### config.mk
export PLATFORM = sky130hd
export DESIGN_NAME = vedic_mac_ctrl
export DESIGN_NICKNAME = d
export VERILOG_FILES = /design/src/rtl/vedic_mac_ctrl_pkg.sv /design/src/rtl/vedic_mac_ctrl_mult.sv /design/src/rtl/vedic_mac_ctrl.sv
export SDC_FILE = /design/constraint.sdc
export NUM_CORES = 1
export LEC_CHECK = 0
export BUFFER_PORTS_ARGS = -buffer_cell sky130_fd_sc_hd__clkbuf_2
export CORE_MARGIN = 2
export CORE_UTILIZATION = 50
export DETAILED_ROUTE_END_ITERATION = 7
export GPL_ROUTABILITY_DRIVEN = 1
export PLACE_DENSITY = 0.74
export SYNTH_ARGS = -nofsm -noshare
export SYNTH_HDL_FRONTEND = slang
export SYNTH_SLANG_ARGS = --single-unit
export TNS_END_PERCENT = 5
### constraint.sdc
create_clock -name clk -period 6.5 [get_ports clk]
set_clock_uncertainty 0.2 [all_clocks]
set_input_delay 1.3 -clock clk [delete_from_list [all_inputs] [get_ports clk]]
set_output_delay 1.3 -clock clk [all_outputs]
set_load 0.02 [all_outputs]
### src/rtl/vedic_mac_ctrl_pkg.sv
// Shared definitions for the Vedic MAC lane sequencer.
package vedic_mac_ctrl_pkg;

   // Sequencer states.
   typedef enum logic [1:0] {
      ST_IDLE  = 2'd0,
      ST_LOAD  = 2'd1,
      ST_DRAIN = 2'd2,
      ST_DONE  = 2'd3
   } state_e;

   // Operand width fed to the 8x8 multiplier.
   localparam int OPND_W        = 8;
   // Full-precision product width.
   localparam int PROD_W        = 16;
   // Default accumulator/result width.
   localparam int ACC_W_DEFAULT = 24;

endpackage : vedic_mac_ctrl_pkg

### src/rtl/vedic_mac_ctrl_mult.sv
// Combinational 8x8 unsigned multiplier, vertically-and-crosswise form:
// every output column k collects the crosswise bit products a[i]&b[k-i];
// the column counts are then merged with their binary weights.
module Vedic_8x8_Multiplier (
   input  logic [7:0]  a,
   input  logic [7:0]  b,
   output logic [15:0] p
);

   // diag[k][i] holds a[i]&b[k-i] where that pairing exists, else 0.
   logic [14:0][7:0] diag;
   logic [3:0]       col_cnt;
   logic [15:0]      p_sum;

   generate
      for (genvar gi = 0; gi < 15; gi++) begin : g_col
         for (genvar gj = 0; gj < 8; gj++) begin : g_row
            if ((gi - gj) >= 0 && (gi - gj) < 8) begin : g_term
               assign diag[gi][gj] = a[gj] & b[gi-gj];
            end else begin : g_zero
               assign diag[gi][gj] = 1'b0;
            end
         end
      end
   endgenerate

   // Count each crosswise column and add it in at its weight; carries ripple naturally.
   always_comb begin
      p_sum   = '0;
      col_cnt = '0;
      for (int k = 0; k < 15; k++) begin
         col_cnt = '0;
         for (int i = 0; i < 8; i++) begin
            col_cnt = col_cnt + {3'b000, diag[k][i]};
         end
         p_sum = p_sum + ({12'b0, col_cnt} << k);
      end
   end

   assign p = p_sum;

endmodule : Vedic_8x8_Multiplier

### src/rtl/vedic_mac_ctrl.sv
// MAC lane sequencer: accepts a length-tagged job, streams operand pairs
// through a two-stage multiply pipeline into an accumulator and presents
// the dot product over a valid/ready handshake.
module vedic_mac_ctrl
   import vedic_mac_ctrl_pkg::*;
#(
   parameter int ACC_W = ACC_W_DEFAULT,
   parameter int CNT_W = 8
) (
   input  logic              clk,
   input  logic              rst_n,
   input  logic              start,
   input  logic [CNT_W-1:0]  len,
   input  logic              in_valid,
   output logic              in_ready,
   input  logic [OPND_W-1:0] a_in,
   input  logic [OPND_W-1:0] b_in,
   output logic              busy,
   output logic              out_valid,
   input  logic              out_ready,
   output logic [ACC_W-1:0]  acc_out,
   output logic              overflow
);

   localparam int SUM_W = ACC_W + 1;

   state_e              state_q, state_d;
   logic [CNT_W-1:0]    cnt_q, cnt_d;
   logic [OPND_W-1:0]   a_q, a_d;
   logic [OPND_W-1:0]   b_q, b_d;
   logic                v1_q, v1_d;
   logic [PROD_W-1:0]   prod_q;
   logic                v2_q;
   logic [ACC_W-1:0]    acc_q, acc_d;
   logic                ovf_q, ovf_d;
   logic [PROD_W-1:0]   mult_p;
   logic [SUM_W-1:0]    sum_wide;
   logic                accept;

   Vedic_8x8_Multiplier u_mult (
      .a (a_q),
      .b (b_q),
      .p (mult_p)
   );

   assign accept   = in_valid & in_ready;
   // One spare bit on top of the accumulator catches the carry-out.
   assign sum_wide = {1'b0, acc_q} + SUM_W'(prod_q);

   // Next-state and handshake outputs.
   always_comb begin
      state_d   = state_q;
      in_ready  = 1'b0;
      busy      = 1'b1;
      out_valid = 1'b0;
      case (state_q)
         ST_IDLE: begin
            busy = 1'b0;
            if (start) begin
               state_d = (len == '0) ? ST_DONE : ST_LOAD;
            end
         end
         ST_LOAD: begin
            in_ready = 1'b1;
            if (in_valid && cnt_q == CNT_W'(1)) begin
               state_d = ST_DRAIN;
            end
         end
         ST_DRAIN: begin
            // Last product is in stage 2 and nothing is behind it.
            if (v2_q && !v1_q) begin
               state_d = ST_DONE;
            end
         end
         ST_DONE: begin
            out_valid = 1'b1;
            if (out_ready) begin
               state_d = ST_IDLE;
            end
         end
         default: state_d = ST_IDLE;
      endcase
   end

   // Counter, operand capture and accumulator next-state.
   always_comb begin
      cnt_d = cnt_q;
      a_d   = a_q;
      b_d   = b_q;
      v1_d  = accept;
      acc_d = acc_q;
      ovf_d = ovf_q;
      if (state_q == ST_IDLE && start) begin
         cnt_d = len;
         acc_d = '0;
         ovf_d = 1'b0;
      end else begin
         if (accept) begin
            cnt_d = cnt_q - CNT_W'(1);
            a_d   = a_in;
            b_d   = b_in;
         end
         if (v2_q) begin
            acc_d = sum_wide[ACC_W-1:0];
            if (sum_wide[ACC_W]) begin
               ovf_d = 1'b1;
            end
         end
      end
   end

   // State register.
   always_ff @(posedge clk or negedge rst_n) begin
      if (!rst_n) begin
         state_q <= ST_IDLE;
      end else begin
         state_q <= state_d;
      end
   end

   // Counter, pipeline registers and accumulator.
   always_ff @(posedge clk or negedge rst_n) begin
      if (!rst_n) begin
         cnt_q  <= '0;
         a_q    <= '0;
         b_q    <= '0;
         v1_q   <= 1'b0;
         prod_q <= '0;
         v2_q   <= 1'b0;
         acc_q  <= '0;
         ovf_q  <= 1'b0;
      end else begin
         cnt_q  <= cnt_d;
         a_q    <= a_d;
         b_q    <= b_d;
         v1_q   <= v1_d;
         prod_q <= mult_p;
         v2_q   <= v1_q;
         acc_q  <= acc_d;
         ovf_q  <= ovf_d;
      end
   end

   assign acc_out  = acc_q;
   assign overflow = ovf_q;

endmodule : vedic_mac_ctrl

==> flow_summary.toml, run 1 <==
[setup_path]
timing.critical_path.required_ns = 6.52
critical_path.startpoint_type = "register"
cp_data_arrival_time_ns = 5.67
r2r_cells = 19
worstPathMaxFanout = 9
setup.worst_path.class = "register to register"
worst_setup_path_end_kind = "register"

[clock_network]
post-cts-setup-buffer-count = 0
cts_resized = 0
clock_latency_ns = 0.34
cts_tree = "yes"
clk_root_buffer_cell = "clkbuf_16"
cts_inserted_buffers = 9
cts.hold.buffers_added = 0
cts.clk_slew.worst_paths_ns = 0.06
cts_htree_levels = 3
clock-sinks = 69
cts_buffer_depth = 2

[synthesis]
yosysTopAreaCellShare_pct = 29.8
synth_mux_area_share_pct = 4.15
synthXorXnorAreaFrac_pct = 5.30
post-synth-top-area-cell = "dfrtp_1"
synthSimpleGateAreaFrac_pct = 15.7
yosysUniqueCellTypes = 48
seq_area_frac_synth_pct = 29.8
synth_area_um2 = 5790
postSynthRegisterBits = 69
yosys_warnings = 0
synth_nets = 730
synth.top_cells.by_area = "dfrtp_1 (30%), ha_1 (15%), fa_1 (13%)"
synth-compound-area-share_pct = 11.1
synth_adder_area_share_pct = 28.8
synthesis.instances = 591
synth_top_family_by_area = "adder cells"
synth.avg_cell_area_um2 = 9.80

[route]
detailroute.via_count = 4268
antenna_violating_nets_post_route = 0
dr.pass1.iters = 5
detail_route.wl_per_cell_um = 14.7
avgViaCountPerCell = 5.34
drt_wl_total_um = 11800
drt-initial-drc-count = 194
drc = 0

[global_route]
grt_first_pass_wirelength_um = 20200
grt.overflow.total = 0
antenna_found_initial = 0
grt_use_total_pct = 20.0
first_global_vias = 4468
pin_count_of_the_biggest_net_entering_global_routing = 70

[sta]
slew_violations = 0
final_min_period_over_clock_period_pct = 87.0
grt_setup_unrepaired = "false"
timing.final.setup_violations = 0
fmax_mhz = 177
timing.slew.headroom_pct = 42.4
finalHoldViolations = 0
final_critical_path_time_including_i_o_delays_and_setup_ns = 5.66
worst_pin_slew_ns = 0.864
final.setup.tns_ns = 0

[placed_design]
gpl.final_weighted_congestion = 0.954
dp.final_hpwl_um = 9130
dpl.cell_count = 784
placed_cell_area_um2 = 6240
io_buffer_count = 56

[floorplan]
core_region_area_um2 = 11400
die_width_um = 112
std_cell_rows = 39
design.portCount = 57
die_h_um = 112
die_area_um2 = 12500
initial_standard_cell_utilization_of_the_core_pct = 50.9

[cells_and_area]
post_route_cells_drive_above_1_share_pct = 14.9
net_count_of_the_finished_layout = 791
number_of_fillers_in_the_final_layout = 991
flow.area_growth_from_synthesis_pct = 12.9
final_cells = 799
antenna-diode-count = 0
post-route-cell-area_um2 = 6540

[run]
drv.max_cap_violation_count = 0

[min_path]
hold_class = "register to register"
cell_count_of_the_worst_hold_path = 0

[status]
run_status = "finished clean"
worst paths after layout:
kind | from | end | slack (ns)
min | v1_q$_DFF_PN0_ | v2_q$_DFF_PN0_ | 0.19
max reg2reg | b_q[7]$_DFFE_PN0P_ | prod_q[14]$_DFF_PN0_ | 0.84
min in group asynchronous | rst_n | cnt_q[7]$_DFFE_PN0P_ | 0.95
max | b_q[7]$_DFFE_PN0P_ | prod_q[14]$_DFF_PN0_ | 0.84
min reg2reg | v1_q$_DFF_PN0_ | v2_q$_DFF_PN0_ | 0.19
max in group asynchronous | rst_n | a_q[3]$_DFFE_PN0P_ | 4.57
cell families (layout without fill, tap and decap cells):
| kind of cell | Yosys count | count (layout) |
|---|---|---|
| xor+xnor | 35 | 35 |
| mux | 22 | 22 |
| simple gates | 183 | 183 |
| compound gates | 94 | 94 |
| flops | 69 | 69 |
| fa+ha+maj | 110 | 110 |
| buf+inv | 78 | 143 |
cell usage after synthesis (all sizes together):
library cell and instances:
or3 5, dfrtp 69, o21a 3, o21ai 24, mux2i 6, o2111ai 1, nand4 3, nand3b 1
nand3 9, a211o 1, a2111oi 1, nand2b 4, or2 1, o31ai 3, nor2 41, and3 4
a221o 1, a21oi 27, clkbuf 7, xor2 17, a211oi 6, a31oi 3, or4 1, xnor2 18
a41oi 1, nor2b 3, mux2 16, a21o 10, a311oi 3, a2111o 1, o21bai 3, and4 1
a21boi 1, nand2 48, and2 53, nor4 3, nor3 6, buf 3, fa 39, o211ai 4
o32ai 1, inv 68, ha 71
final cells by class:
cell class / instances / area, um^2 / share of cell area (%)
Tap cell: 143 / 179 / 2.74
Sequential cell: 69 / 1730 / 26.4
Multi-Input combinational cell: 444 / 3770 / 57.6
Clock buffer: 11 / 253 / 3.87
Inverter: 68 / 255 / 3.90
Clock inverter: 4 / 47.5 / 0.727
Timing Repair Buffer: 60 / 310 / 4.75
worst max-delay path, stage by stage (launching register included):
cell and delay [ns]:
dfrtp_1 0.46, and2_1 0.20, ha_1 0.28, inv_1 0.05, fa_1 0.50, fa_1 0.54, inv_1 0.05, fa_1 0.44
inv_1 0.09, fa_1 0.17, xnor2_1 0.14, fa_1 0.47, fa_1 0.50, ha_1 0.36, nand2_1 0.08, o21ai_0 0.10
or4_1 0.45, a31oi_1 0.20, o21bai_1 0.10, xor2_1 0.14
stage by stage:
step,util [%],hold slack [ns],setup WS (ns)
CTS,57.5,0.187,0.843
global placement,54.9,0.172,1.05
detailed placement,54.9,0.174,0.854
global route,57.5,0.202,0.614
floorplan,-,0.149,1.19
finish,57.5,0.186,0.844
layout by cell type, fill, tap and decap left out, drive strengths merged, types with 2 or more instances in the layout:
cell type and n:
nand2b 4, a21o 10, ha 71, o211ai 4, clkinv 2, a31oi 3, nor4 3, or3 5
a311oi 3, inv 68, xor2 17, o21ai 24, buf 5, mux2 16, a211oi 6, o21bai 3
and3 4, nand4 3, o31ai 3, nand3 9, dfrtp 69, xnor2 18, nor2 41, nor3 6
nor2b 3, a21oi 27, nand2 48, o21a 3, mux2i 6, clkbuf 66, fa 39, and2 53
routing by layer:
metal	global-route usage [%]	share of wire (%)	vias up
met4	5.93	1.0	0
met2	34.6	50	94
li1	-	-	2100
met5	0	0	-
met3	5.44	3.9	11
met1	24.7	45	2063
sequential cells by signal, summed over array words and instances (netlist names), 2 cells and up:
signal,cells
prod_q,16
a_q,8
b_q,8
state_q,2
acc_out,24
cnt_q,8
Power of run 1 is not shown: default switching activity piles up to over one toggle a cycle in this logic, so the estimate is an artifact.
==> run 2, diff against run 1 <==
--- a/config.mk
+++ b/config.mk
@@ -7,10 +7,10 @@
 export LEC_CHECK = 0
 export BUFFER_PORTS_ARGS = -buffer_cell sky130_fd_sc_hd__clkbuf_2
 export CORE_MARGIN = 2
-export CORE_UTILIZATION = 50
+export CORE_UTILIZATION = 52
 export DETAILED_ROUTE_END_ITERATION = 7
 export GPL_ROUTABILITY_DRIVEN = 1
-export PLACE_DENSITY = 0.74
+export PLACE_DENSITY = 0.77
 export SYNTH_ARGS = -nofsm -noshare
 export SYNTH_HDL_FRONTEND = slang
 export SYNTH_SLANG_ARGS = --single-unit
==> flow_summary.toml, run 2 (synthesis results as in run 1) <==
[cells_and_area]
sequential_standard_cell_area_um2 = 1730
antenna-diode-count = 0
post_route_cells_drive_above_1_share_pct = 14.9
number_of_fillers_in_the_final_layout = 896
layout_common_cells = "ha_1 (71), dfrtp_1 (69), inv_1 (68), clkbuf_2 (55), and2_1 (53)"
post-route-cell-area_um2 = 6520
flow.area_growth_from_synthesis_pct = 12.6
final_cells = 797
area_used_by_multi_input_combinational_logic_um2 = 3770
largest_register_ff_count = 24
layout.cells.most_common = "ha_1"
net_count_of_the_finished_layout = 791

[sta]
timing.final.setup_violations = 0
finalHoldViolations = 0
fmax_mhz = 178
final.setup.tns_ns = 0
timing.slew.headroom_pct = 42.2
final_min_period_over_clock_period_pct = 86.6
slew_violations = 0
worst_pin_slew_ns = 0.866
grt_setup_unrepaired = "false"
final_critical_path_time_including_i_o_delays_and_setup_ns = 5.63

[clock_network]
cts_tree = "yes"
cts_resized = 0
cts_buffer_depth = 2
clock_latency_ns = 0.35
cts.hold.buffers_added = 0
post-cts-setup-buffer-count = 0
cts_inserted_buffers = 9
clk_root_buffer_cell = "clkbuf_8"
clock-sinks = 69
cts_htree_levels = 3
cts.clk_slew.worst_paths_ns = 0.08

[route]
antenna_violating_nets_post_route = 0
avgViaCountPerCell = 5.45
detailroute.via_count = 4346
drt-initial-drc-count = 205
dr.pass1.iters = 7
drt_wl_total_um = 12000
drc = 0
detail_route.wl_per_cell_um = 15.0

[floorplan]
die_h_um = 110
core_region_area_um2 = 10800
die_width_um = 110
initial_standard_cell_utilization_of_the_core_pct = 53.4
die_area_um2 = 12000
std_cell_rows = 38
design.portCount = 57

[global_route]
antenna_found_initial = 0
grt.overflow.total = 0
pin_count_of_the_biggest_net_entering_global_routing = 70
first_global_vias = 4469
grt_first_pass_wirelength_um = 20800
grt_use_total_pct = 22.4

[setup_path]
worstPathMaxFanout = 9
path_buf_inv = 3
critical_path.startpoint_type = "register"
cp_data_arrival_time_ns = 5.66
crit_path_frequent_cell = "fa_1"
crit_chain = "and2_1 > ha_1 > inv_1 > fa_1 > fa_1 > inv_1 > fa_1 > inv_1 > fa_1 > xnor2_1 > fa_1 > fa_1 > ha_1 > nand2_1 > o21ai_0 > or4_1 > a31oi_1 > o21bai_1 > xor2_1"
critical_path.slowest_cell = "fa_1"
cp_slowest_stage_delay_ns = 0.56
path_depth = 19
worst_setup_path_end_kind = "register"
timing.critical_path.required_ns = 6.54
r2r_cells = 19
cp_top_family = "adder cells"
setup.worst_path.class = "register to register"

[placed_design]
dp.final_hpwl_um = 9310
io_buffer_count = 56
placed_cell_area_um2 = 6230
dpl.cell_count = 781
gpl.final_weighted_congestion = 0.908

[min_path]
cell_count_of_the_worst_hold_path = 0
hold_class = "register to register"

[run]
drv.max_cap_violation_count = 0

[status]
run_status = "finished clean"
-- run 2: per-layer routing --
metal / GRT usage [%] / vias to the layer above / part of all wire (%)
met2: 39.1 / 112 / 50
met1: 28.5 / 2124 / 45
li1: - / 2099 / -
met4: 7.50 / 0 / 0.84
met3: 3.50 / 11 / 3.8
met5: 0 / - / 0
-- run 2: layout make-up --
class                      count  share of cell area [%]
tap                          140                    2.69
timing repair buffer          60                    4.76
inverter                      68                    3.91
multi-input combinational    444                    57.8
clock inverter                 6                    2.44
sequential                    69                    26.5
clock buffer                  10                    1.96
-- run 2: path summary, 6_finish.rpt --
path	start	to	slack, ns
max	a_q[0]$_DFFE_PN0P_	prod_q[14]$_DFF_PN0_	0.87
min	v1_q$_DFF_PN0_	v2_q$_DFF_PN0_	0.17
max reg2reg	a_q[0]$_DFFE_PN0P_	prod_q[14]$_DFF_PN0_	0.87
min reg2reg	v1_q$_DFF_PN0_	v2_q$_DFF_PN0_	0.17
max in group asynchronous	rst_n	b_q[7]$_DFFE_PN0P_	4.58
min in group asynchronous	rst_n	acc_out[16]$_DFFE_PN0P_	0.92
-- run 2: worst reg2reg max path: cells and delay by family, from the launching register on --
family / cells / cell delay (ns)
and+or+nand+nor: 3 / 0.70
DFF: 1 / 0.47
AOI/OAI and AO/OA: 3 / 0.37
adders and majority gates: 8 / 3.27
xor gates and xnor gates: 2 / 0.28
buffers and inverters: 3 / 0.22
-- run 2: metrics by stage --
| stage | utilization (%) | hold WS [ns] | worst slack, ns |
|---|---|---|---|
| after floorplan | - | 0.149 | 1.19 |
| after global placement | 57.5 | 0.156 | 1.05 |
| after detailed placement | 57.5 | 0.155 | 0.872 |
| after CTS | 60.2 | 0.174 | 0.854 |
| after global routing | 60.2 | 0.191 | 0.588 |
| final | 60.2 | 0.173 | 0.872 |
Power of run 2 is left out for the same reason.
